===== src/rtl/part5_19.sv =====
// Self-stimulating LSB-first bit-serial adder: OPERAND_A + OPERAND_B, one bit per clock, passes back to back.
// Bit i of a pass is registered on the (i+1)-th edge of that pass; no flow control, output every cycle.
module part5_19 #(
  parameter int WIDTH = 8,
  parameter logic [WIDTH-1:0] OPERAND_A = WIDTH'(8'hA5),
  parameter logic [WIDTH-1:0] OPERAND_B = WIDTH'(8'h3C)
) (
  input  logic clock,
  input  logic clear,
  output logic final_out_sum,
  output logic final_out_carry
);

  localparam int KW = $clog2(WIDTH);
  localparam logic [KW-1:0] KLAST = KW'(WIDTH - 1);

  logic [KW-1:0]    k;
  logic             c;
  logic [WIDTH-1:0] sa;
  logic [WIDTH-1:0] sb;
  logic             s;
  logic             co;

  always_comb begin
    s  = sa[0] ^ sb[0] ^ c;
    co = (sa[0] & sb[0]) | (sa[0] & c) | (sb[0] & c);
  end

  always_ff @(posedge clock) begin
    if (clear) begin
      final_out_sum   <= 1'b0;
      final_out_carry <= 1'b0;
      c               <= 1'b0;
      k               <= '0;
      sa              <= OPERAND_A;
      sb              <= OPERAND_B;
    end else begin
      final_out_sum   <= s;
      final_out_carry <= co;
      // Last bit of the pass: reload operands so the next pass starts with no idle cycle.
      if (k == KLAST) begin
        sa <= OPERAND_A;
        sb <= OPERAND_B;
        c  <= 1'b0;
        k  <= '0;
      end else begin
        sa <= {1'b0, sa[WIDTH-1:1]};
        sb <= {1'b0, sb[WIDTH-1:1]};
        c  <= co;
        k  <= k + 1'b1;
      end
    end
  end

endmodule


===== config.mk =====
export PLATFORM = sky130hd
export DESIGN_NAME = part5_19
export DESIGN_NICKNAME = d
export VERILOG_FILES = /design/src/rtl/part5_19.sv
export SDC_FILE = /design/constraint.sdc
export NUM_CORES = 1
export LEC_CHECK = 0
export CORE_UTILIZATION = 35
export CTS_BUF_LIST = sky130_fd_sc_hd__clkbuf_8
export DETAILED_ROUTE_END_ITERATION = 8
export GPL_TIMING_DRIVEN = 0
export PLACE_DENSITY_LB_ADDON = 0.25
export SYNTH_ARGS = -nofsm -noshare
export SYNTH_HDL_FRONTEND = slang
export SYNTH_SLANG_ARGS = --single-unit

===== constraint.sdc =====
create_clock -name clock -period 1.7 [get_ports clock]
set_input_delay 0.17 -clock clock [delete_from_list [all_inputs] [get_ports clock]]
set_output_delay 0.17 -clock clock [all_outputs]
set_load 0.005 [all_outputs]

==> metrics <==
critical path class register to register; switch share between 10% and 20%; Post-Syn Area ~650 um^2; Worst Max-Slew Pin Slew about 0.28 ns; crit path DAT 1.44 ns; antenna violations before repair 0; Hold Crit Class input pin to register; Congestion Overflow GR 0; nets in the synthesized netlist 51; Metal-1 WL roughly 360 um; Starting Density 37.5%; CTS sink count 20; R2R Setup Slk 0.40 ns; largest net degree at the start of global routing 12; Top Metal Used met4; Post-CTS Setup Bufs 0; Rel. slew slack 81.4%; worst-path fanout max 9; CORE AREA 1750 um^2; clk slew on worst S/H paths 0.07 ns; # rows 15; drt pass-1 iters 2; Fmax approximately 0.77 GHz; Mapped Cells 46; sequential power share around 56%; Worst Setup End Kind register; GP Congestion 0.651; deepest clock path buffer count 2; Final setup viols 0; largest vdd supply drop 0.579 mV; die area 2050 um^2; met3 routed WL between 30 and 40 um; CTS tree built; antenna cells 0; PD cells 1200 nW/um^2; Reg2Reg Depth 3; fin nets 58; worst skew pair latency 0.25 ns; fin. max-slew vios 0; remaining antenna violation count 0; max-cap violations 0; largest family of logic cells by synthesized area simple AND/OR/NAND/NOR gates; wire length after detailed routing around 750 um; number of global-route vias before repair 284; Comb pwr share 5.9%; Final Skew between 0.0015 and 0.002 ns; simple logic cell fraction of the synthesized area 28.3%; XOR/XNOR Fraction of Synth Area 0%; Avg WL per Cell a little under 10 um; Num CTS Buffers 3; Reg-to-Reg End sa[5]; H-tree depth 1; post-synthesis average cell area 14.2 um^2; die height ~45 um; vias post-DR 325; Synth Warn # 0; first-pass GRT wire length 1280 um; sequential area share after synthesis approximately three fifths; Gates resized, CTS repair 0; Compound-Gate Fraction of Synth Area 0%; reg-to-reg startpoint k[0]; aggregate negative setup slack 0 ns; 1st-iter DRT viols 1; RSZ-0062 raised after global routing false; Worst setup SP type register; Leak just over 0.3 nW; Port Buffers 2; drt via density 4.22; post-synthesis cell type count 11; Clock power frac 38.4%; Die Span X 45.2 um; Root Buffer clkbuf_8; min cycle time layout 1.30 ns; Yosys reg bits 20; fin crit share 76.7%; Worst Setup SP k[0]; gr usage total 9.53%; Sw Pwr roughly 0.17 mW; Area Overhead vs Synth 16.3%; Final Hold Fails 0; layout cells sized above 1 32.7%; I/O Pins 4; Cell Int Power about 0.74 mW; Non-Filler Instances 77; dpl cells 73; worst hold margin 0.105 ns; hold buffer count at cts 0; crit path to sa[5]; multiplexer area fraction after synthesis 0%; Worst EP required 1.83 ns; WL met2 345 um; status complete, no violations; Post-Synth Adder-Cell Area 6.88%; drt drc 0
cells in the final DEF, fill, tap and decap left out:
master and count:
nor3_2 1, nor3b_2 9, clkdlybuf4s50_1 2, nor2b_1 2, ha_1 2, buf_2 1, or2_1 2, buf_6 1
fa_1 1, clkbuf_8 4, dfxtp_1 20, or3_1 6, buf_4 1
area by class of cell:
class | instances | area, um^2
multi-input cells | 23 | 230
clock buffers | 4 | 55.1
fillers | 172 | 985
plain buffers | 3 | 23.8
flip-flops and latches | 20 | 400
repair buffers | 2 | 20.0
well taps | 25 | 31.3
how the worst min path moves through the flow:
stage | start | end | slack [ns] | cells after the start
after floorplan | clear | final_out_carry | 0.35 | 2
after global placement | clear | final_out_carry | 0.38 | 2
after detailed placement | clear | final_out_carry | 0.37 | 2
after CTS | clear | final_out_sum | 0.1 | 2
after global routing | clear | final_out_sum | 0.11 | 2
final | clear | final_out_carry | 0.11 | 2
cell usage after synthesis:
| cell type | number | area [um^2] |
|---|---|---|
| ha_1 | 2 | 25.0 |
| dfxtp_1 | 20 | 400 |
| buf_2 | 1 | 5.00 |
| nor3_2 | 1 | 10.0 |
| buf_4 | 1 | 7.51 |
| nor2b_1 | 2 | 12.5 |
| or3_1 | 6 | 37.5 |
| buf_6 | 1 | 11.3 |
| fa_1 | 1 | 20.0 |
| nor3b_2 | 9 | 113 |
| or2_1 | 2 | 12.5 |
critical path, cell delays in order, from the launching register on:
cell,delay (ns)
dfxtp_1,0.32
ha_1,0.20
ha_1,0.27
or3_1,0.40
kinds of logic after synthesis:
logic type	after synthesis
flip-flops	20
AND/OR/NAND/NOR	20
adder cells (fa/ha/maj)	3
buffers and inverters	3
registers in the layout, indices dropped and copies added, names as in the netlist:
register and cells:
sa 8, k 3, sb 6, final_out_carry 1
final_out_sum 1, c 1
layer usage:
| metal | vias up | global-route usage (%) |
|---|---|---|
| met1 | 151 | 11.7 |
| met2 | 8 | 12.5 |
| li1 | 164 | - |
| met3 | 2 | 3.60 |
| met5 | - | 0 |
| met4 | 0 | 9.09 |
power groups by stage:
| stage | sequential [mW] | combinational (mW) | clock (mW) |
|---|---|---|---|
| final | 0.508 | 0.0539 | 0.349 |
| after global routing | 0.510 | 0.0615 | 0.383 |
| after CTS | 0.508 | 0.0554 | 0.367 |
| after detailed placement | 0.519 | 0.0552 | 0 |
| after global placement | 0.518 | 0.0534 | 0 |
| after floorplan | 0.517 | 0.0397 | 0 |
through the flow:
step                      worst slack (ns)  util [%]  total power, mW  cell area [um^2]
after detailed placement             0.405      40.4            0.574               706
after CTS                            0.384      43.6            0.930               761
after global placement               0.402      40.4            0.572               706
after global routing                 0.336      43.6            0.954               761
final                                0.396      43.6            0.911               761
after floorplan                      0.501         -            0.557               654
Note: power is estimated with default switching activity, not from simulation.
==> RTL edit, RTL diff (same settings) <==
Change the parameter `WIDTH` from 8 to 32.
--- a/src/rtl/part5_19.sv
+++ b/src/rtl/part5_19.sv
@@ -1,7 +1,7 @@
 // Self-stimulating LSB-first bit-serial adder: OPERAND_A + OPERAND_B, one bit per clock, passes back to back.
 // Bit i of a pass is registered on the (i+1)-th edge of that pass; no flow control, output every cycle.
 module part5_19 #(
-  parameter int WIDTH = 8,
+  parameter int WIDTH = 32,
   parameter logic [WIDTH-1:0] OPERAND_A = WIDTH'(8'hA5),
   parameter logic [WIDTH-1:0] OPERAND_B = WIDTH'(8'h3C)
 ) (
Formal check against the unedited RTL: not equivalent (Yosys sat finds a counterexample within 10 cycles, from zero or initial values).
==> RTL edit against the original RTL <==
- sequential cell count rose by 1
- area after synthesis rose by 0.96%
- core utilization rose by 0.50 points
- design area rose by 1.2%
- total power fell by 3.2%
- wire length rose by 7.2%
- sequential share of layout area rose by 2.0 points
- via count rose by 8.9%
- worst setup slack got worse by 0.26 ns
==> RTL edit: results (changes against the original RTL) <==
slew margin rel.=0.7893 (-0.02456); CP arrival=1.70 ns (+0.26 ns); Layout clock area frac=0.05854 (-0.01383); period utilisation layout=0.9204 (+0.1534); FF+latch count, synth=21 (+5.0%); switching pwr=0.1701 mW (-0.69%); Pleak=0.3295 nW (+5.9%); Total Power=0.8814 mW (-3.2%); vias=354 (+8.9%); Comb group=0.0485 mW (-10%); worst hold stages=1 (-1); Layout Cells excl Fill=85 (+10%); gr usage total=0.1014 (+0.006095); NonClk Buf Share=0.06829 (+0.01073); status=completed; r2r worst-path depth=5 (+2); share of cell area taken by multi-input logic gates=0.2813 (-0.02133); met1 wire length=394 microns (+9.7%); clk_skew=0.001116 ns (-0.0004292 ns); met1 Usage GRT=0.1372 (+0.01995); top flop regs=sa: 8 flops, k: 5 flops, sb: 5 flops; post-synthesis cell count=53 (+15%); R2R setup slack=0.14 ns (-0.26 ns); WL met2=367 microns (+6.4%); CP Max Fanout=10 (+1); crit-path max cell delay=0.36 ns (-0.04 ns); Cell Area, Synth=660.6 sq um (+0.96%); worst vdd ir=704.2 uV (+22%); GR Util met2=0.1314 (+0.006791); pre-CTS WS=0.08188 ns (-0.3227 ns); Netlist cell types=15 (+4); HP Class=flop to flop
## RTL edit: cell types whose count changed after synthesis, sizes merged, moves of 2 or more
| cell | before | now |
|---|---|---|
| and2b | 0 | 2 |
| nor2b | 2 | 0 |
| nor3b | 9 | 1 |
| or2 | 2 | 0 |
| nor3 | 1 | 3 |
| and2 | 0 | 9 |
## RTL edit: final timing paths
| check | start | end |
|---|---|---|
| max | k[0]$_SDFF_PP0_ | sb[3]$_SDFF_PP1_ |
| min | sa[1]$_SDFF_PP0_ | sa[0]$_SDFF_PP1_ |
| max reg2reg | k[0]$_SDFF_PP0_ | sb[3]$_SDFF_PP1_ |
| min reg2reg | sa[1]$_SDFF_PP0_ | sa[0]$_SDFF_PP1_ |
## RTL edit: logic make-up (layout without fill, tap and decap cells)
family	Yosys count	in the layout	share of synthesized area
flops	21	21	0.6364
simple gates	24	24	0.2254
fa+ha+maj	3	3	0.06818
mux	1	1	0.01704
xor+xnor	1	1	0.01326
buf+inv	3	10	0.03976
